<file path="config.mk">
export PLATFORM = sky130hd
export DESIGN_NAME = bus_receiver
export DESIGN_NICKNAME = d
export VERILOG_FILES = /design/src/rtl/bus_receiver.sv
export SDC_FILE = /design/constraint.sdc
export NUM_CORES = 1
export LEC_CHECK = 0
export ABC_AREA = 1
export BUFFER_PORTS_ARGS = -buffer_cell sky130_fd_sc_hd__buf_4
export CORE_MARGIN = 4
export CORE_UTILIZATION = 25
export CTS_CLUSTER_DIAMETER = 50
export DETAILED_ROUTE_END_ITERATION = 8
export PLACE_DENSITY = 0.53
export RECOVER_POWER = 25
export SKIP_CTS_REPAIR_TIMING = 1
export SLEW_MARGIN = 20
export SYNTH_ARGS = -nofsm -noshare
export SYNTH_HDL_FRONTEND = slang
export SYNTH_SLANG_ARGS = --single-unit
</file>
<file path="constraint.sdc">
create_clock -name clk -period 1.8 [get_ports clk]
set_input_delay 0.09 -clock clk [delete_from_list [all_inputs] [get_ports clk]]
set_output_delay 0.09 -clock clk [all_outputs]
set_load 0.05 [all_outputs]
</file>
<file path="src/rtl/bus_receiver.sv">
// bus_receiver: sink side of the shared tri-state data bus.
// Captures one word per cycle while the active driver's enable is high,
// buffers the words in a small FIFO with a registered head, hands them to
// the local consumer over valid/ready, and flags overflow and an idle bus.
module bus_receiver #(
  parameter int WIDTH    = 8,
  parameter int DEPTH    = 4,
  parameter int IDLE_MAX = 15
) (
  input  logic                       clk,
  input  logic                       reset,
  input  logic                       bus_en,
  input  logic [WIDTH-1:0]           bus_data,
  output logic                       bus_ready,
  output logic                       rd_valid,
  input  logic                       rd_ready,
  output logic [WIDTH-1:0]           rd_data,
  output logic [$clog2(DEPTH+1)-1:0] count,
  output logic                       overflow,
  output logic                       idle_timeout
);

  localparam int PtrW   = $clog2(DEPTH);
  localparam int CountW = $clog2(DEPTH+1);
  localparam logic [CountW-1:0] FullCount = CountW'(DEPTH);
  localparam logic [CountW-1:0] OneCount  = CountW'(1);
  localparam logic [7:0]        IdleLimit = 8'(IDLE_MAX);

  typedef enum logic {
    ACTIVE,
    IDLE
  } IdleState_e;

  logic [WIDTH-1:0]  mem_q [DEPTH];
  logic [PtrW-1:0]   wrPtr_q, wrPtr_d;
  logic [PtrW-1:0]   rdPtr_q, rdPtr_d;
  logic [CountW-1:0] count_q, count_d;
  logic [WIDTH-1:0]  rdData_q, rdData_d;
  logic              overflow_q, overflow_d;
  logic [7:0]        idleCnt_q, idleCnt_d;
  IdleState_e        state_q, state_d;

  logic fifoFull;
  logic fifoValid;
  logic doPush;
  logic doPop;

  // Handshake decode: a pop frees a slot in the same cycle, so a full FIFO
  // that is being read can still take the incoming word.
  always_comb begin
    fifoFull  = (count_q == FullCount);
    fifoValid = (count_q != '0);
    doPop     = fifoValid && rd_ready;
    doPush    = bus_en && (!fifoFull || doPop);
  end

  // Next-state for pointers, occupancy, head register and sticky overflow.
  always_comb begin
    wrPtr_d    = wrPtr_q + PtrW'(doPush);
    rdPtr_d    = rdPtr_q + PtrW'(doPop);
    count_d    = count_q;
    rdData_d   = rdData_q;
    overflow_d = overflow_q;

    case ({doPush, doPop})
      2'b10:   count_d = count_q + OneCount;
      2'b01:   count_d = count_q - OneCount;
      default: count_d = count_q;
    endcase

    // The head comes from storage when older words remain after a pop;
    // it comes straight from the bus when the new word becomes the oldest.
    if (doPop && (count_q > OneCount)) begin
      rdData_d = mem_q[rdPtr_d];
    end else if (doPush && (!fifoValid || doPop)) begin
      rdData_d = bus_data;
    end

    if (bus_en && fifoFull && !doPop) begin
      overflow_d = 1'b1;
    end
  end

  // Storage array: written only on an accepted word, so idle bus values
  // never reach the buffer.
  always_ff @(posedge clk) begin
    if (doPush && !reset) begin
      mem_q[wrPtr_q] <= bus_data;
    end
  end

  // FIFO control registers; reset drops every buffered word at once.
  always_ff @(posedge clk) begin
    if (reset) begin
      wrPtr_q    <= '0;
      rdPtr_q    <= '0;
      count_q    <= '0;
      rdData_q   <= '0;
      overflow_q <= 1'b0;
    end else begin
      wrPtr_q    <= wrPtr_d;
      rdPtr_q    <= rdPtr_d;
      count_q    <= count_d;
      rdData_q   <= rdData_d;
      overflow_q <= overflow_d;
    end
  end

  // Idle tracker next-state: count quiet cycles up to the limit, any bus
  // activity returns to ACTIVE with a cleared counter.
  always_comb begin
    idleCnt_d = idleCnt_q;
    state_d   = state_q;
    if (bus_en) begin
      idleCnt_d = 8'd0;
      state_d   = ACTIVE;
    end else begin
      if (idleCnt_q < IdleLimit) begin
        idleCnt_d = idleCnt_q + 8'd1;
      end
      if (idleCnt_d == IdleLimit) begin
        state_d = IDLE;
      end
    end
  end

  // Idle tracker state register.
  always_ff @(posedge clk) begin
    if (reset) begin
      idleCnt_q <= 8'd0;
      state_q   <= ACTIVE;
    end else begin
      idleCnt_q <= idleCnt_d;
      state_q   <= state_d;
    end
  end

  assign bus_ready    = !fifoFull || doPop;
  assign rd_valid     = fifoValid;
  assign rd_data      = rdData_q;
  assign count        = count_q;
  assign overflow     = overflow_q;
  assign idle_timeout = (state_q == IDLE);

endmodule

</file>
== Word-level counts from Yosys, hierarchy flattened ==
Memory sizes are Yosys's and may differ from the RTL's.
Cells that the tools add are included.
W data, S select, Z words.

* Muxes and demuxes: 7
* $add $sub $neg: 5
* $lt $le $gt $ge: 2
* Equal/unequal tests: 4
* Reduce and logical (&&, ||, !) cells: 17

{| class="wikitable"
|+ Operators with widths
! cell !! number
|-
| $mux W8 || 4
|-
| $add A8 B1 Y8 const B || 1
|-
| $eq A8 B4 Y1 const B || 1
|-
| $lt A8 B4 Y1 const B || 1
|-
| $logic_and A1 B1 Y1 || 7
|-
| $pmux W3 S2 || 1
|-
| $add A2 B1 Y2 || 2
|-
| $logic_not A1 Y1 || 4
|-
| $reduce_bool A2 Y1 || 2
|-
| $add A3 B1 Y3 const B || 1
|-
| $eq A3 B3 Y1 const B || 1
|-
| $gt A3 B1 Y1 const B || 1
|-
| $reduce_bool A3 Y1 || 1
|-
| $sub A3 B1 Y3 const B || 1
|-
| $eq A2 B1 Y1 const B || 1
|-
| $eq A2 B2 Y1 const B || 1
|-
| $logic_or A1 B1 Y1 || 2
|-
| $mux W1 || 2
|-
| $reduce_or A2 Y1 || 1
|}

* RAM bits: 32
* Logic and storage cells: 43
* Memories kept: 1
* Register bits: 25

{| class="wikitable"
|+ Memory list
! name !! words !! bits a word !! read ports !! clocked after memory_dff !! wr ports !! RTL line !! source
|-
| mem_q || 4 || 8 || 1 || 0 || 1 || 34 || <nowiki>logic [WIDTH-1:0] mem_q [DEPTH];</nowiki>
|}

== Logic depth before layout (Yosys ltp) ==
Gate-level depths: netlist (run 1).

* Word-level depth: 7
* Gate-level depth with buffers: 13

== Worst setup path after synthesis (run 1) ==
OpenSTA, ideal clock, no wires.

* Kind: register to register
* From: reg count_q[0], in the netlist count[0]
* To: mem mem_q[0][0], enable pin
* Cell stages (with the launch flop): 8
* Path buffers: 0
* Slack: -1.061 ns
* Data arrival time: 2.477 ns
* Cells stage by stage: dfxtp_1 inv_1 ha_1 nand3_1 nand2_1 inv_1 nand2_1 nor3_1

* Longest elaborated chain between the ends: 7

{| class="wikitable"
|+ Ends and longest elaborated chain
! item !! RTL line !! source
|-
| start: declaration || 37 || <nowiki>logic [CountW-1:0] count_q, count_d;</nowiki>
|-
| start signal: assignment || 103 || <nowiki>count_q <= count_d;</nowiki>
|-
| $eq A3 B3 Y1 / $reduce_bool A3 Y1 (equally long branches) || 51, 52 ||
|-
| $logic_not A1 Y1 / $logic_and A1 B1 Y1 (equally long branches) || - ||
|-
| $logic_or A1 B1 Y1 (*) || - ||
|-
| via bus_ready || 14 || <nowiki>output logic bus_ready,</nowiki>
|-
| $logic_and A1 B1 Y1 (*) || 54 || <nowiki>doPush = bus_en && (!fifoFull || doPop);</nowiki>
|-
| $logic_and A1 B1 Y1 (*) || 87 || <nowiki>if (doPush && !reset) begin</nowiki>
|-
| $mux W1 (*) || 87 ||
|-
| $mux W1 (not written as such) (*) || 88 || <nowiki>mem_q[wrPtr_q] <= bus_data;</nowiki>
|-
| end: declaration || 34 ||
|}

The timed path passes the listed nets; every way through them passes the cells marked *.

== Final worst setup path (run 1) ==
* From: reg count_q[0], in the netlist count[0]
* To: mem mem_q[2][3], enable pin

* Longest elaborated chain between the ends: 7

{| class="wikitable"
|+ Ends and longest elaborated chain
! item !! RTL line
|-
| $eq A3 B3 Y1 / $reduce_bool A3 Y1 (equally long branches) || 51, 52
|-
| $logic_not A1 Y1 / $logic_and A1 B1 Y1 (equally long branches) || 54, 53
|-
| $logic_or A1 B1 Y1 (*) || 54
|-
| $logic_and A1 B1 Y1 (*) || 54
|-
| $logic_and A1 B1 Y1 (*) || 87
|-
| $mux W1 (*) || 87
|-
| $mux W1 (not written as such) (*) || 88
|}

Mark *: on every way between the ends. The rest lies on a longest branch, timed or not.

==> results of run 1 <==
## logic make-up after synthesis
| logic type | after synthesis | share of synthesized area, % |
|---|---|---|
| AND/OR/NAND/NOR | 142 | 23.3 |
| flip-flops | 57 | 58.4 |
| buffers and inverters | 33 | 5.90 |
| AO/OA/AOI/OAI | 30 | 7.00 |
| adder cells (fa/ha/maj) | 8 | 4.00 |
| XOR/XNOR | 3 | 1.35 |
## registers in the layout, indices dropped and copies added (netlist names)
| signal | count |
|---|---|
| mem_q | 32 |
| wrPtr_q | 2 |
| idleCnt_q | 8 |
| count | 3 |
| rdPtr_q | 2 |
| rd_data | 8 |
| overflow | 1 |
| idle_timeout | 1 |
## layout make-up
| class | count | area (um2) | share of cell area, % |
|---|---|---|---|
| Clock buffer | 10 | 128 | 3.85 |
| Clock inverter | 6 | 43.8 | 1.32 |
| Inverter | 26 | 108 | 3.25 |
| Multi-Input combinational cell | 183 | 997 | 30.1 |
| Sequential cell | 57 | 1470 | 44.4 |
| Tap cell | 133 | 166 | 5.02 |
| Timing Repair Buffer | 50 | 400 | 12.1 |
## power groups by stage
stage,Sequential (W),Clock [W],Combinational [W]
after global routing,0.00163,0.00112,0.00219
after floorplan,0.00192,0,0.00118
after global placement,0.00164,0,0.00193
after CTS,0.00162,0.00107,0.00194
final,0.00162,0.00102,0.00199
after detailed placement,0.00164,0,0.00194
## cell usage in the layout, fill, tap and decap left out, types with 2 or more instances in the layout
master                          instances
sky130_fd_sc_hd__o21ai_1                4
sky130_fd_sc_hd__nand2_4                2
sky130_fd_sc_hd__ha_4                   2
sky130_fd_sc_hd__nand2_1               96
sky130_fd_sc_hd__nand4_1                4
sky130_fd_sc_hd__o21ai_0                8
sky130_fd_sc_hd__nand3_1               13
sky130_fd_sc_hd__inv_4                  2
sky130_fd_sc_hd__dfxtp_4                2
sky130_fd_sc_hd__inv_1                 20
sky130_fd_sc_hd__buf_12                 2
sky130_fd_sc_hd__dlygate4sd3_1          9
sky130_fd_sc_hd__inv_2                  3
sky130_fd_sc_hd__buf_4                 31
sky130_fd_sc_hd__clkinv_4               3
sky130_fd_sc_hd__ha_1                   6
sky130_fd_sc_hd__nor2_1                19
sky130_fd_sc_hd__a31oi_1                8
sky130_fd_sc_hd__nor3_4                 4
sky130_fd_sc_hd__a21oi_1                7
sky130_fd_sc_hd__clkinv_2               2
sky130_fd_sc_hd__edfxtp_1              32
sky130_fd_sc_hd__clkbuf_1               8
sky130_fd_sc_hd__clkbuf_8               9
sky130_fd_sc_hd__dfxtp_1               22
## path summary, 6_finish.rpt
kind              slack [ps]               startpoint  cells past startpoint                       to
setup / recovery          70    count[0]$_SDFFE_PP0P_                      9    mem_q[2][3]$_DFFE_PP_
setup reg to reg          70    count[0]$_SDFFE_PP0P_                      9    mem_q[2][3]$_DFFE_PP_
hold / removal            70                   bus_en                      3    overflow$_SDFFE_PP0P_
hold reg to reg          430  idleCnt_q[5]$_SDFF_PP0_                      2  idleCnt_q[5]$_SDFF_PP0_
## worst register-to-register path, cell delays in order, from the launching register on
cell,delay (ps)
sky130_fd_sc_hd__dfxtp_4,380
sky130_fd_sc_hd__inv_4,50
sky130_fd_sc_hd__ha_4,150
sky130_fd_sc_hd__buf_4,160
sky130_fd_sc_hd__nand3_4,80
sky130_fd_sc_hd__nand2_2,70
sky130_fd_sc_hd__inv_2,80
sky130_fd_sc_hd__nand2_4,90
sky130_fd_sc_hd__nor3_4,230
sky130_fd_sc_hd__buf_12,160
## per-stage QoR
| stage | setup slack, ps | hold slack, ps |
|---|---|---|
| finish | 66.2 | 74.8 |
| global route | 3.65 | 98.2 |
| CTS | 48.4 | -43.7 |
| detailed placement | 56.3 | 314 |
| global placement | 90.2 | 309 |
| floorplan | -20.2 | 189 |
## routing by layer
| layer | vias to the layer above | GRT usage, % |
|---|---|---|
| met5 | - | 0 |
| met4 | 0 | 3.52 |
| met3 | 4 | 3.58 |
| met2 | 36 | 16.5 |
| met1 | 898 | 12.6 |
| li1 | 1011 | - |
==> report_table.html, run 1 <==
<table>
<tr><th>Metric</th><th>Value</th></tr>
<tr><th colspan="2">Die</th></tr>
<tr><td>Horiz. Die Dim</td><td>approximately 110 um</td></tr>
<tr><td>Vert. Die Dim</td><td>about 110 um</td></tr>
<tr><td>Row count</td><td>36</td></tr>
<tr><td>Core Region</td><td>0.00977 mm2</td></tr>
<tr><td>Initial standard-cell utilization of the core</td><td>25.6%</td></tr>
<tr><td>Floorplan die area</td><td>around 0.012 mm2</td></tr>
<tr><td>Number of top-level pins</td><td>27</td></tr>
<tr><th colspan="2">Drt</th></tr>
<tr><td>Number of search-and-repair iterations in the first detailed-routing pass</td><td>4</td></tr>
<tr><td>Met2 routed wirelength</td><td>between 2000 and 3000 um</td></tr>
<tr><td>DRC viols</td><td>0</td></tr>
<tr><td>DRT met1 WL</td><td>approximately 2500 um</td></tr>
<tr><td>Top routing layer in use</td><td>met4</td></tr>
<tr><td>Routed wire length</td><td>between 5000 and 6000 um</td></tr>
<tr><td>Ratio of routed vias to standard cells</td><td>approximately 4.2</td></tr>
<tr><td>Via count</td><td>about 2000</td></tr>
<tr><td>Avg WL per Cell</td><td>11.9 um</td></tr>
<tr><td>Remaining number of nets flagged by the antenna check after routing</td><td>0</td></tr>
<tr><td>Drt first-iter violations</td><td>66</td></tr>
<tr><td>Routed length on met3</td><td>between 200 and 250 um</td></tr>
<tr><th colspan="2">Power and ir drop</th></tr>
<tr><td>Overall power after layout</td><td>roughly 0.0046 W</td></tr>
<tr><td>Reg power frac</td><td>between 30% and 40%</td></tr>
<tr><td>Combinational fraction of design power</td><td>about 43%</td></tr>
<tr><td>Sw Pwr</td><td>0.00192 W</td></tr>
<tr><td>Leakage</td><td>1.37 nW</td></tr>
<tr><td>Switching share of total power</td><td>about two fifths</td></tr>
<tr><td>Clock power frac</td><td>~22%</td></tr>
<tr><td>Worst vdd ir</td><td>around 0.33 mV</td></tr>
<tr><td>Power per cell area</td><td>roughly 1400 mW/mm2</td></tr>
<tr><td>Cell-internal power</td><td>around 0.0027 W</td></tr>
<tr><th colspan="2">Placement</th></tr>
<tr><td>Area post-placement</td><td>0.00305 mm2</td></tr>
<tr><td>Routability congestion estimate from global placement</td><td>just over 0.8</td></tr>
<tr><td>Placed instance count</td><td>440</td></tr>
<tr><td>IO buf count</td><td>26</td></tr>
<tr><td>Placed wire-length estimate</td><td>between 3000 and 4000 um</td></tr>
<tr><th colspan="2">Timing</th></tr>
<tr><td>Final hold violation count</td><td>0</td></tr>
<tr><td>Post-Route Setup TNS</td><td>0 ps</td></tr>
<tr><td>Transition at the pin with the smallest max-transition slack</td><td>~300 ps</td></tr>
<tr><td>Max Freq</td><td>577 MHz</td></tr>
<tr><td>Total count of max-transition violations in the final report</td><td>0</td></tr>
<tr><td>Share of the clock period used by the worst path</td><td>a little over nine tenths</td></tr>
<tr><td>Unrepaired setup endpoints after global routing</td><td>no</td></tr>
<tr><td>Clk_skew</td><td>8.13 ps</td></tr>
<tr><td>Period minus WS final</td><td>between 1500 and 2000 ps</td></tr>
<tr><td>Rel. slew slack</td><td>between 70% and 80%</td></tr>
<tr><td>Endpoints failing setup</td><td>0</td></tr>
<tr><th colspan="2">Worst setup path</th></tr>
<tr><td>Crit end category</td><td>flop</td></tr>
<tr><td>Data required, critical path</td><td>~1800 ps</td></tr>
<tr><td>List of cells traversed by the critical path</td><td>inv_4 &gt; ha_4 &gt; buf_4 &gt; nand3_4 &gt; nand2_2 &gt; inv_2 &gt; nand2_4 &gt; nor3_4 &gt; buf_12</td></tr>
<tr><td>Type of origin of the critical path</td><td>flop</td></tr>
<tr><td>Crit-path max cell delay</td><td>between 300 and 400 ps</td></tr>
<tr><td>Master of the slowest instance on the critical path</td><td>sky130_fd_sc_hd__dfxtp_4</td></tr>
<tr><td>Worst Setup Path Type</td><td>flop to flop</td></tr>
<tr><td>Arrival time worst endpoint</td><td>between 1500 and 2000 ps</td></tr>
<tr><td>Critical Path Fanout Max</td><td>8</td></tr>
<tr><td>Largest delay share family, worst path</td><td>simple AND/OR/NAND/NOR gates</td></tr>
<tr><td>Total buffers and inverters traversed by the critical path</td><td>4</td></tr>
<tr><th colspan="2">Min path</th></tr>
<tr><td>Tightest Hold Check Type</td><td>primary input to flop</td></tr>
<tr><th colspan="2">Yosys</th></tr>
<tr><td>Yosys warnings</td><td>0</td></tr>
<tr><td>Cells after synthesis</td><td>approximately 270</td></tr>
<tr><td>Share of the yosys chip area belonging to registers</td><td>58.4%</td></tr>
<tr><td>Net count after synthesis</td><td>approximately 290</td></tr>
<tr><td>Main synth FF type</td><td>sky130_fd_sc_hd__edfxtp_1</td></tr>
<tr><td>Synth area leaders</td><td>sky130_fd_sc_hd__edfxtp_1 38%, sky130_fd_sc_hd__dfxtp_1 20%, sky130_fd_sc_hd__nand2_1 15%</td></tr>
<tr><td>Post-synthesis async set-or-reset flop share</td><td>0%</td></tr>
<tr><td>Synth top area share</td><td>about two fifths</td></tr>
<tr><td>Synthesis-stage register bit count</td><td>57</td></tr>
<tr><td>Mapped cell area</td><td>around 0.0025 mm2</td></tr>
<tr><td>Most used standard cells in the synthesized netlist</td><td>98 x sky130_fd_sc_hd__nand2_1, 32 x sky130_fd_sc_hd__edfxtp_1, 25 x sky130_fd_sc_hd__dfxtp_1</td></tr>
<tr><td>Per-instance average area after synthesis</td><td>~9 um2</td></tr>
<tr><td>Number of enable-type register cells in the synthesized netlist</td><td>32</td></tr>
<tr><td>Most common cell in the netlist</td><td>sky130_fd_sc_hd__nand2_1</td></tr>
<tr><td>Library cell with the largest summed area after synthesis</td><td>sky130_fd_sc_hd__edfxtp_1</td></tr>
<tr><td>Distinct cells, synth</td><td>26</td></tr>
<tr><th colspan="2">GRT</th></tr>
<tr><td>Via count of the first global-routing pass</td><td>roughly 1800</td></tr>
<tr><td>Initial antenna violation count</td><td>0</td></tr>
<tr><td>Leftover overflow at the end of global routing</td><td>0</td></tr>
<tr><td>Wire length of the first global-routing pass</td><td>~8900 um</td></tr>
<tr><td>Pin count of the biggest net entering global routing</td><td>18</td></tr>
<tr><td>Global-route total usage across every layer</td><td>between 10% and 20%</td></tr>
<tr><th colspan="2">Finish</th></tr>
<tr><td>Number of standard cells in the final layout excluding fillers</td><td>between 400 and 500</td></tr>
<tr><td>Final net count</td><td>roughly 350</td></tr>
<tr><td>Layout Cell Area excl Fill</td><td>around 0.0033 mm2</td></tr>
<tr><td>Share of layout cells above drive strength 1</td><td>roughly 22%</td></tr>
<tr><td>Layout Area Growth over Synthesis</td><td>32.5%</td></tr>
<tr><td>Final antenna diode count</td><td>0</td></tr>
<tr><td>Filler Cells Inserted</td><td>1028</td></tr>
<tr><td>End-of-flow core utilization</td><td>33.9%</td></tr>
<tr><th colspan="2">CTS</th></tr>
<tr><td>Depth of the CTS H-tree</td><td>3</td></tr>
<tr><td>Number of clock sinks</td><td>between 50 and 60</td></tr>
<tr><td>Skew-Pair Late Insertion Delay</td><td>roughly 330 ps</td></tr>
<tr><td>CTS Root Cell</td><td>sky130_fd_sc_hd__clkbuf_8</td></tr>
<tr><td>Worst-path clk slew</td><td>~60 ps</td></tr>
<tr><td>Number of buffers between clock root and the deepest sink</td><td>2</td></tr>
<tr><td>TritonCTS Buffers</td><td>9</td></tr>
<tr><td>CTS tree</td><td>done</td></tr>
<tr><th colspan="2">Status</th></tr>
<tr><td>Run status</td><td>finished, final reports clean</td></tr>
<tr><th colspan="2">Run</th></tr>
<tr><td>Number of violations of the max-capacitance limit</td><td>0</td></tr>
</table>
No activity file was read; power rests on OpenSTA's default activity.
==> inputs of run 2 (changes only) <==
--- a/config.mk
+++ b/config.mk
@@ -5,7 +5,6 @@
 export SDC_FILE = /design/constraint.sdc
 export NUM_CORES = 1
 export LEC_CHECK = 0
-export ABC_AREA = 1
 export BUFFER_PORTS_ARGS = -buffer_cell sky130_fd_sc_hd__buf_4
 export CORE_MARGIN = 4
 export CORE_UTILIZATION = 25
==> run 2 against run 1 <==
The flow now finishes with violations (setup timing). First-iteration DRC count up 3.0%. Routed wire length shrank 8.5%. Register-to-register slack got worse by 240 ps. Sequential cell count did not move. Design area grew 3.3%. Final cell count shrank 24%. Synthesized cell count fell by 39%. Combinational power is 5% higher. Global-route usage is 0.57 points lower. Die area decreased by 5.5%. Sequential share of layout area shrank 1.4 points. Clock skew increased by 4.3 ps. Largest cell class unchanged.
==> report_table.html, run 2 <==
<table>
<tr><th>Metric</th><th>Value</th></tr>
<tr><th colspan="2">Status</th></tr>
<tr><td>Run status</td><td>complete, but fails checks</td></tr>
<tr><td>Violations in the final reports</td><td>setup timing</td></tr>
<tr><th colspan="2">Power and ir drop</th></tr>
<tr><td>Power per cell area</td><td>1460 mW/mm2 (+4.2%)</td></tr>
<tr><td>Overall power after layout</td><td>0.00498 W (+7.6%)</td></tr>
<tr><td>Leakage</td><td>1.29 nW (-5.2%)</td></tr>
<tr><td>Worst vdd ir</td><td>0.449 mV (+34%)</td></tr>
<tr><th colspan="2">Timing</th></tr>
<tr><td>Unrepaired setup endpoints after global routing</td><td>yes</td></tr>
<tr><td>Share of the clock period used by the worst path</td><td>110% (+13 points)</td></tr>
<tr><td>Post-Route Setup TNS</td><td>-4250 ps (-4250 ps)</td></tr>
<tr><td>Hold WS</td><td>54.5 ps (-20.3 ps)</td></tr>
<tr><td>Final hold violation count</td><td>0 (unchanged)</td></tr>
<tr><td>Clk_skew</td><td>12.4 ps (+4.27 ps)</td></tr>
<tr><td>Rel. slew slack</td><td>78.1% (-1.5 points)</td></tr>
<tr><td>Total count of max-transition violations in the final report</td><td>0 (unchanged)</td></tr>
<tr><td>Max Freq</td><td>506 MHz (-12%)</td></tr>
<tr><td>Period minus WS final</td><td>1980 ps (+242 ps)</td></tr>
<tr><td>Final Worst Setup Slack</td><td>-176 ps (-242 ps)</td></tr>
<tr><td>Transition at the pin with the smallest max-transition slack</td><td>329 ps (+24.2 ps)</td></tr>
<tr><td>Endpoints failing setup</td><td>33 (+33)</td></tr>
<tr><th colspan="2">CTS</th></tr>
<tr><td>Number of clock sinks</td><td>57 (unchanged)</td></tr>
<tr><td>Depth of the CTS H-tree</td><td>3 (unchanged)</td></tr>
<tr><td>Skew-Pair Late Insertion Delay</td><td>330 ps (about the same)</td></tr>
<tr><td>Number of buffers between clock root and the deepest sink</td><td>2 (unchanged)</td></tr>
<tr><td>TritonCTS Buffers</td><td>9 (unchanged)</td></tr>
<tr><td>CTS tree</td><td>done</td></tr>
<tr><td>Worst-path clk slew</td><td>60 ps (about the same)</td></tr>
<tr><td>CTS Root Cell</td><td>sky130_fd_sc_hd__clkbuf_8</td></tr>
<tr><th colspan="2">Drt</th></tr>
<tr><td>DRC viols</td><td>0 (unchanged)</td></tr>
<tr><td>Drt first-iter violations</td><td>68 (+3.0%)</td></tr>
<tr><td>Routed wire length</td><td>5070 um (-8.5%)</td></tr>
<tr><td>Number of search-and-repair iterations in the first detailed-routing pass</td><td>4 (unchanged)</td></tr>
<tr><td>Ratio of routed vias to standard cells</td><td>4.44 (+5.9%)</td></tr>
<tr><td>Via count</td><td>1567 (-20%)</td></tr>
<tr><td>Remaining number of nets flagged by the antenna check after routing</td><td>0 (unchanged)</td></tr>
<tr><td>Avg WL per Cell</td><td>14.4 um (+21%)</td></tr>
<tr><th colspan="2">Yosys</th></tr>
<tr><td>Synth area leaders</td><td>sky130_fd_sc_hd__edfxtp_1 41%, sky130_fd_sc_hd__dfxtp_1 21%, sky130_fd_sc_hd__mux4_2 7.7%</td></tr>
<tr><td>Main synth FF type</td><td>sky130_fd_sc_hd__edfxtp_1</td></tr>
<tr><td>Cells after synthesis</td><td>167 (-39%)</td></tr>
<tr><td>Synth top area share</td><td>40.9% (+2.4 points)</td></tr>
<tr><td>Per-instance average area after synthesis</td><td>14.1 um2 (+54%)</td></tr>
<tr><td>Net count after synthesis</td><td>187 (-36%)</td></tr>
<tr><td>Mapped cell area</td><td>0.00235 mm2 (-6.0%)</td></tr>
<tr><td>Most used standard cells in the synthesized netlist</td><td>32 x sky130_fd_sc_hd__edfxtp_1, 25 x sky130_fd_sc_hd__dfxtp_1, 10 x sky130_fd_sc_hd__a211oi_1</td></tr>
<tr><td>Number of enable-type register cells in the synthesized netlist</td><td>32 (unchanged)</td></tr>
<tr><td>Most common cell in the netlist</td><td>sky130_fd_sc_hd__edfxtp_1</td></tr>
<tr><td>Library cell with the largest summed area after synthesis</td><td>sky130_fd_sc_hd__edfxtp_1</td></tr>
<tr><td>Synthesis-stage register bit count</td><td>57 (unchanged)</td></tr>
<tr><td>Yosys warnings</td><td>0 (unchanged)</td></tr>
<tr><td>Distinct cells, synth</td><td>38 (+46%)</td></tr>
<tr><td>Share of the yosys chip area belonging to registers</td><td>62.1% (+3.7 points)</td></tr>
<tr><td>Post-synthesis async set-or-reset flop share</td><td>0% (unchanged)</td></tr>
<tr><th colspan="2">Worst setup path</th></tr>
<tr><td>Type of origin of the critical path</td><td>flop</td></tr>
<tr><td>Crit end category</td><td>flop</td></tr>
<tr><td>Master of the slowest instance on the critical path</td><td>sky130_fd_sc_hd__mux4_2</td></tr>
<tr><td>Largest delay share family, worst path</td><td>multiplexers</td></tr>
<tr><td>Crit-path max cell delay</td><td>500 ps (+120 ps)</td></tr>
<tr><td>Worst Setup Path Type</td><td>flop to flop</td></tr>
<tr><td>Arrival time worst endpoint</td><td>2180 ps (+400 ps)</td></tr>
<tr><td>Data required, critical path</td><td>2010 ps (+170 ps)</td></tr>
<tr><td>Total buffers and inverters traversed by the critical path</td><td>2 (-2)</td></tr>
<tr><td>List of cells traversed by the critical path</td><td>inv_4 &gt; ha_4 &gt; nand2b_4 &gt; and2_4 &gt; ha_4 &gt; buf_6 &gt; mux4_2 &gt; nor3_2 &gt; a211oi_1</td></tr>
<tr><td>Critical Path Fanout Max</td><td>4 (-4)</td></tr>
<tr><td>Worst path most repeated cell</td><td>sky130_fd_sc_hd__ha_4</td></tr>
<tr><th colspan="2">GRT</th></tr>
<tr><td>Pin count of the biggest net entering global routing</td><td>22 (+4)</td></tr>
<tr><td>Initial antenna violation count</td><td>0 (unchanged)</td></tr>
<tr><td>Global-route total usage across every layer</td><td>9.62% (-0.57 points)</td></tr>
<tr><td>Leftover overflow at the end of global routing</td><td>0 (unchanged)</td></tr>
<tr><td>Via count of the first global-routing pass</td><td>1523 (-15%)</td></tr>
<tr><td>Wire length of the first global-routing pass</td><td>8090 um (-9.2%)</td></tr>
<tr><th colspan="2">Finish</th></tr>
<tr><td>End-of-flow core utilization</td><td>37.2% (+3.3 points)</td></tr>
<tr><td>Layout Cell Area excl Fill</td><td>0.00342 mm2 (+3.3%)</td></tr>
<tr><td>Final net count</td><td>257 (-26%)</td></tr>
<tr><td>Share of layout cells above drive strength 1</td><td>43.4% (+21 points)</td></tr>
<tr><td>Final antenna diode count</td><td>0 (unchanged)</td></tr>
<tr><td>Largest register by flop count</td><td>mem_q</td></tr>
<tr><td>Flip-flop count of the largest register, all copies and words added</td><td>32 (unchanged)</td></tr>
<tr><td>Most frequent standard cell in the layout excluding fill and tap cells</td><td>sky130_fd_sc_hd__buf_4</td></tr>
<tr><td>Most frequent cells in the layout</td><td>44 x sky130_fd_sc_hd__buf_4, 32 x sky130_fd_sc_hd__edfxtp_1, 22 x sky130_fd_sc_hd__dfxtp_1</td></tr>
<tr><td>Layout Area Growth over Synthesis</td><td>45.5%</td></tr>
<tr><th colspan="2">Die</th></tr>
<tr><td>Floorplan die area</td><td>0.0110 mm2 (-5.5%)</td></tr>
<tr><td>Number of top-level pins</td><td>27 (unchanged)</td></tr>
<tr><td>Vert. Die Dim</td><td>105 um (-2.8%)</td></tr>
<tr><td>Horiz. Die Dim</td><td>105 um (-2.8%)</td></tr>
<tr><td>Initial standard-cell utilization of the core</td><td>25.6% (about the same)</td></tr>
<tr><td>Core Region</td><td>0.00920 mm2 (-5.9%)</td></tr>
<tr><td>Row count</td><td>35 (-2.8%)</td></tr>
<tr><th colspan="2">Placement</th></tr>
<tr><td>Area post-placement</td><td>0.00305 mm2 (about the same)</td></tr>
<tr><td>Routability congestion estimate from global placement</td><td>0.745 (-7.7%)</td></tr>
<tr><td>Placed wire-length estimate</td><td>3310 um (-14%)</td></tr>
<tr><td>IO buf count</td><td>26 (unchanged)</td></tr>
<tr><th colspan="2">Min path</th></tr>
<tr><td>Tightest Hold Check Type</td><td>primary input to flop</td></tr>
<tr><th colspan="2">Run</th></tr>
<tr><td>Number of violations of the max-capacitance limit</td><td>0 (unchanged)</td></tr>
</table>
[run 2: per-stage QoR]
stage	setup slack, ps	std cells
global route	-235	353
floorplan	-431	167
CTS	-209	337
global placement	-183	321
finish	-176	353
detailed placement	-199	321
[run 2: final timing paths]
path	start	to	slack [ps]	cells after the start
worst max-delay path	count[1]$_SDFFE_PP0P_	rd_data[7]$_SDFFE_PP0P_	-180	9
worst max register to register	count[1]$_SDFFE_PP0P_	rd_data[7]$_SDFFE_PP0P_	-180	9
worst min register to register	overflow$_SDFFE_PP0P_	overflow$_SDFFE_PP0P_	480	2
worst min-delay path	bus_en	overflow$_SDFFE_PP0P_	50	3
[run 2: layout make-up]
class	instances	area, um2
clock buffer	10	128
clock inverter	6	83.8
fill	892	5770
inverter	5	23.8
multi-input combinational	100	1030
sequential	57	1470
tap	111	139
timing repair buffer	64	551
[run 2: layer usage]
metal / track usage (%) / part of all wire (%) / vias up
met4: 4.50 / 2.2 / 0
met1: 12.7 / 48 / 752
met5: 0 / 0 / -
met3: 2.78 / 3.5 / 8
li1: - / - / 779
met2: 14.5 / 46 / 28
[run 2: power breakdown]
part	switching [W]	internal, W	leakage, nW
Combinational	0.00105	0.00103	0.687
Sequential	0.0000983	0.00152	0.497
Clock	0.000504	0.000774	0.110
[run 2: cell families after synthesis]
kind of cell    Yosys count  synth area share, %
compound gates           20                 6.01
xor+xnor                  6                 2.23
fa+ha+maj                 8                 4.26
buf+inv                  10                 1.75
flops                    57                 62.1
mux                      17                 11.5
simple gates             49                 12.1
[run 2: tightest hold or removal path: cells and delay by family]
family                 cells  cell delay [ps]
and+or+nand+nor            1               70
buffers and inverters      1              120
AOI/OAI and AO/OA          1               60
==> inputs of run 3 (changes only) <==
--- a/config.mk
+++ b/config.mk
@@ -7,13 +7,13 @@
 export LEC_CHECK = 0
 export BUFFER_PORTS_ARGS = -buffer_cell sky130_fd_sc_hd__buf_4
 export CORE_MARGIN = 4
-export CORE_UTILIZATION = 25
+export CORE_UTILIZATION = 50
+export CTS_BUF_LIST = sky130_fd_sc_hd__clkbuf_4
 export CTS_CLUSTER_DIAMETER = 50
 export DETAILED_ROUTE_END_ITERATION = 8
-export PLACE_DENSITY = 0.53
+export PLACE_DENSITY = 0.84
 export RECOVER_POWER = 25
 export SKIP_CTS_REPAIR_TIMING = 1
-export SLEW_MARGIN = 20
 export SYNTH_ARGS = -nofsm -noshare
 export SYNTH_HDL_FRONTEND = slang
 export SYNTH_SLANG_ARGS = --single-unit
==> run 3 against run 2 <==
The run still ends with setup timing left. Die area fell by 47%. Fmax fell by 3.0%. Design area shrank 5.8%. Final cell count fell by 18%. Routed wire length up 0.57%.
==> report_table.html, run 3 (synthesized netlist as in run 2, its figures left out) <==
<table>
<tr><th>Metric</th><th>Value</th></tr>
<tr><th colspan="2">Status</th></tr>
<tr><td>Run status</td><td>complete, but fails checks</td></tr>
<tr><td>Violations in the final reports</td><td>setup timing</td></tr>
<tr><th colspan="2">Worst setup path</th></tr>
<tr><td>Critical Path Fanout Max</td><td>6 (+2)</td></tr>
<tr><td>Crit-path max cell delay</td><td>490 ps (about the same)</td></tr>
<tr><td>Worst Setup Path Type</td><td>flop to flop</td></tr>
<tr><td>Type of origin of the critical path</td><td>flop</td></tr>
<tr><td>List of cells traversed by the critical path</td><td>inv_4 &gt; ha_4 &gt; nand2b_4 &gt; and2_4 &gt; ha_4 &gt; buf_4 &gt; mux4_2 &gt; nor3_2 &gt; a211oi_1</td></tr>
<tr><td>Data required, critical path</td><td>2040 ps (+30 ps)</td></tr>
<tr><td>Worst path most repeated cell</td><td>sky130_fd_sc_hd__ha_4</td></tr>
<tr><td>Arrival time worst endpoint</td><td>2280 ps (+100 ps)</td></tr>
<tr><td>Crit end category</td><td>flop</td></tr>
<tr><td>Master of the slowest instance on the critical path</td><td>sky130_fd_sc_hd__mux4_2</td></tr>
<tr><th colspan="2">CTS</th></tr>
<tr><td>Depth of the CTS H-tree</td><td>3 (unchanged)</td></tr>
<tr><td>Number of clock sinks</td><td>57 (unchanged)</td></tr>
<tr><td>TritonCTS Buffers</td><td>9 (unchanged)</td></tr>
<tr><td>Skew-Pair Late Insertion Delay</td><td>380 ps (+50 ps)</td></tr>
<tr><td>Number of buffers between clock root and the deepest sink</td><td>2 (unchanged)</td></tr>
<tr><td>Worst-path clk slew</td><td>100 ps (+40 ps)</td></tr>
<tr><td>CTS tree</td><td>done</td></tr>
<tr><td>CTS Root Cell</td><td>sky130_fd_sc_hd__clkbuf_4</td></tr>
<tr><th colspan="2">Timing</th></tr>
<tr><td>Endpoints failing setup</td><td>15 (-55%)</td></tr>
<tr><td>Rel. slew slack</td><td>69.5% (-8.6 points)</td></tr>
<tr><td>Max Freq</td><td>491 MHz (-3.0%)</td></tr>
<tr><td>Final hold violation count</td><td>0 (unchanged)</td></tr>
<tr><td>Final Worst Setup Slack</td><td>-237 ps (-61.5 ps)</td></tr>
<tr><td>Unrepaired setup endpoints after global routing</td><td>yes</td></tr>
<tr><td>Period minus WS final</td><td>2040 ps (+61.5 ps)</td></tr>
<tr><td>Transition at the pin with the smallest max-transition slack</td><td>458 ps (+129 ps)</td></tr>
<tr><td>Total count of max-transition violations in the final report</td><td>0 (unchanged)</td></tr>
<tr><td>Hold WS</td><td>85.7 ps (+31.2 ps)</td></tr>
<tr><td>Share of the clock period used by the worst path</td><td>113% (+3.4 points)</td></tr>
<tr><td>Clk_skew</td><td>19.9 ps (+7.51 ps)</td></tr>
<tr><th colspan="2">Drt</th></tr>
<tr><td>Number of search-and-repair iterations in the first detailed-routing pass</td><td>4 (unchanged)</td></tr>
<tr><td>Avg WL per Cell</td><td>17.5 um (+22%)</td></tr>
<tr><td>Drt first-iter violations</td><td>146 (+110%)</td></tr>
<tr><td>Remaining number of nets flagged by the antenna check after routing</td><td>0 (unchanged)</td></tr>
<tr><td>Via count</td><td>1654 (+5.6%)</td></tr>
<tr><td>Ratio of routed vias to standard cells</td><td>5.68 (+28%)</td></tr>
<tr><td>DRC viols</td><td>0 (unchanged)</td></tr>
<tr><td>Routed wire length</td><td>5100 um (+0.57%)</td></tr>
<tr><th colspan="2">Power and ir drop</th></tr>
<tr><td>Leakage</td><td>1.23 nW (-5.1%)</td></tr>
<tr><td>Combinational fraction of design power</td><td>45.3% (+3.6 points)</td></tr>
<tr><td>Clock power frac</td><td>19.4% (-6.3 points)</td></tr>
<tr><td>Sw Pwr</td><td>0.00164 W (-1.0%)</td></tr>
<tr><td>Cell-internal power</td><td>0.00294 W (-12%)</td></tr>
<tr><td>Power per cell area</td><td>1420 mW/mm2 (-2.4%)</td></tr>
<tr><td>Overall power after layout</td><td>0.00458 W (-8.0%)</td></tr>
<tr><td>Switching share of total power</td><td>35.7% (+2.5 points)</td></tr>
<tr><td>Worst vdd ir</td><td>0.611 mV (+36%)</td></tr>
<tr><td>Reg power frac</td><td>35.3% (+2.7 points)</td></tr>
<tr><th colspan="2">Finish</th></tr>
<tr><td>End-of-flow core utilization</td><td>72.6% (+35 points)</td></tr>
<tr><td>Final antenna diode count</td><td>0 (unchanged)</td></tr>
<tr><td>Layout Area Growth over Synthesis</td><td>37.1%</td></tr>
<tr><td>Share of layout cells above drive strength 1</td><td>42.7% (-0.71 points)</td></tr>
<tr><td>Final net count</td><td>254 (-1.2%)</td></tr>
<tr><td>Largest register by flop count</td><td>mem_q</td></tr>
<tr><td>Number of standard cells in the final layout excluding fillers</td><td>291 (-18%)</td></tr>
<tr><td>Flip-flop count of the largest register, all copies and words added</td><td>32 (unchanged)</td></tr>
<tr><td>Most frequent cells in the layout</td><td>40 x sky130_fd_sc_hd__buf_4, 32 x sky130_fd_sc_hd__edfxtp_1, 22 x sky130_fd_sc_hd__dfxtp_1</td></tr>
<tr><td>Most frequent standard cell in the layout excluding fill and tap cells</td><td>sky130_fd_sc_hd__buf_4</td></tr>
<tr><th colspan="2">GRT</th></tr>
<tr><td>Via count of the first global-routing pass</td><td>1617 (+6.2%)</td></tr>
<tr><td>Global-route total usage across every layer</td><td>18.3% (+8.7 points)</td></tr>
<tr><td>Pin count of the biggest net entering global routing</td><td>23 (+4.5%)</td></tr>
<tr><td>Wire length of the first global-routing pass</td><td>8140 um (+0.61%)</td></tr>
<tr><td>Initial antenna violation count</td><td>0 (unchanged)</td></tr>
<tr><td>Leftover overflow at the end of global routing</td><td>0 (unchanged)</td></tr>
<tr><th colspan="2">Placement</th></tr>
<tr><td>IO buf count</td><td>26 (unchanged)</td></tr>
<tr><td>Placed instance count</td><td>257 (-20%)</td></tr>
<tr><td>Routability congestion estimate from global placement</td><td>0.826 (+11%)</td></tr>
<tr><td>Placed wire-length estimate</td><td>3350 um (+1.2%)</td></tr>
<tr><th colspan="2">Run</th></tr>
<tr><td>Number of violations of the max-capacitance limit</td><td>0 (unchanged)</td></tr>
<tr><th colspan="2">Die</th></tr>
<tr><td>Core Region</td><td>0.00444 mm2 (-52%)</td></tr>
<tr><td>Number of top-level pins</td><td>27 (unchanged)</td></tr>
<tr><td>Initial standard-cell utilization of the core</td><td>52.9% (+27 points)</td></tr>
<tr><td>Horiz. Die Dim</td><td>76.6 um (-27%)</td></tr>
<tr><td>Vert. Die Dim</td><td>76.6 um (-27%)</td></tr>
<tr><td>Row count</td><td>24 (-31%)</td></tr>
<tr><td>Floorplan die area</td><td>0.00587 mm2 (-47%)</td></tr>
<tr><th colspan="2">Min path</th></tr>
<tr><td>Tightest Hold Check Type</td><td>primary input to flop</td></tr>
</table>
## run 3: cell types whose count changed in the layout (fill, tap and decap cells not counted), moves of 2 or more
cell / before / now
sky130_fd_sc_hd__clkbuf_4: 0 / 10
sky130_fd_sc_hd__clkbuf_8: 9 / 0
sky130_fd_sc_hd__buf_4: 44 / 40
sky130_fd_sc_hd__buf_12: 4 / 1
sky130_fd_sc_hd__buf_6: 4 / 6
sky130_fd_sc_hd__clkinvlp_4: 0 / 2
## run 3: metal layers
layer  up-vias  GRT usage (%)  share of wire, %
met2        45           31.5                54
met3         8           5.08               4.2
met1       825           21.5                40
li1        776              -                 -
met4         0           7.61               1.5
met5         -              0                 0
## run 3: through the flow
step	setup WS (ps)	instance area, um2	setup TNS, ps
after floorplan	-431	2550	-15930
after global placement	-177	2920	-1090
after detailed placement	-236	2920	-1430
after CTS	-256	3050	-1740
after global routing	-314	3230	-2690
final	-237	3230	-1750
## run 3: power by group through the flow
| stage | clock network (W) | logic (W) | registers, W |
|---|---|---|---|
| final | 0.000886 | 0.00208 | 0.00162 |
| after global routing | 0.000985 | 0.00221 | 0.00163 |
| after global placement | 0 | 0.00178 | 0.00164 |
| after detailed placement | 0 | 0.00184 | 0.00165 |
| after floorplan | 0 | 0.00101 | 0.00195 |
| after CTS | 0.000906 | 0.00185 | 0.00162 |
## run 3: final timing paths
path	from	to	slack, ps	depth (start not counted)
worst max-delay path	count[1]$_SDFFE_PP0P_	rd_data[2]$_SDFFE_PP0P_	-240	9
worst min register to register	overflow$_SDFFE_PP0P_	overflow$_SDFFE_PP0P_	490	2
worst max register to register	count[1]$_SDFFE_PP0P_	rd_data[2]$_SDFFE_PP0P_	-240	9
worst min-delay path	reset	overflow$_SDFFE_PP0P_	90	2
## run 3: final cells by class
class,count,area [um2]
clock buffers,10,75.1
clock inverters,6,58.8
fillers,291,1220
inverters,5,23.8
multi-input cells,100,1040
flip-flops and latches,57,1470
well taps,52,65.1
repair buffers,61,497
## run 3: critical path: cells and delay by family, from the launching register on
family          cells  cell delay (ps)
flops               1              370
mux                 1              490
simple gates        3              320
fa+ha+maj           2              460
buf+inv             2              190
compound gates      1               70
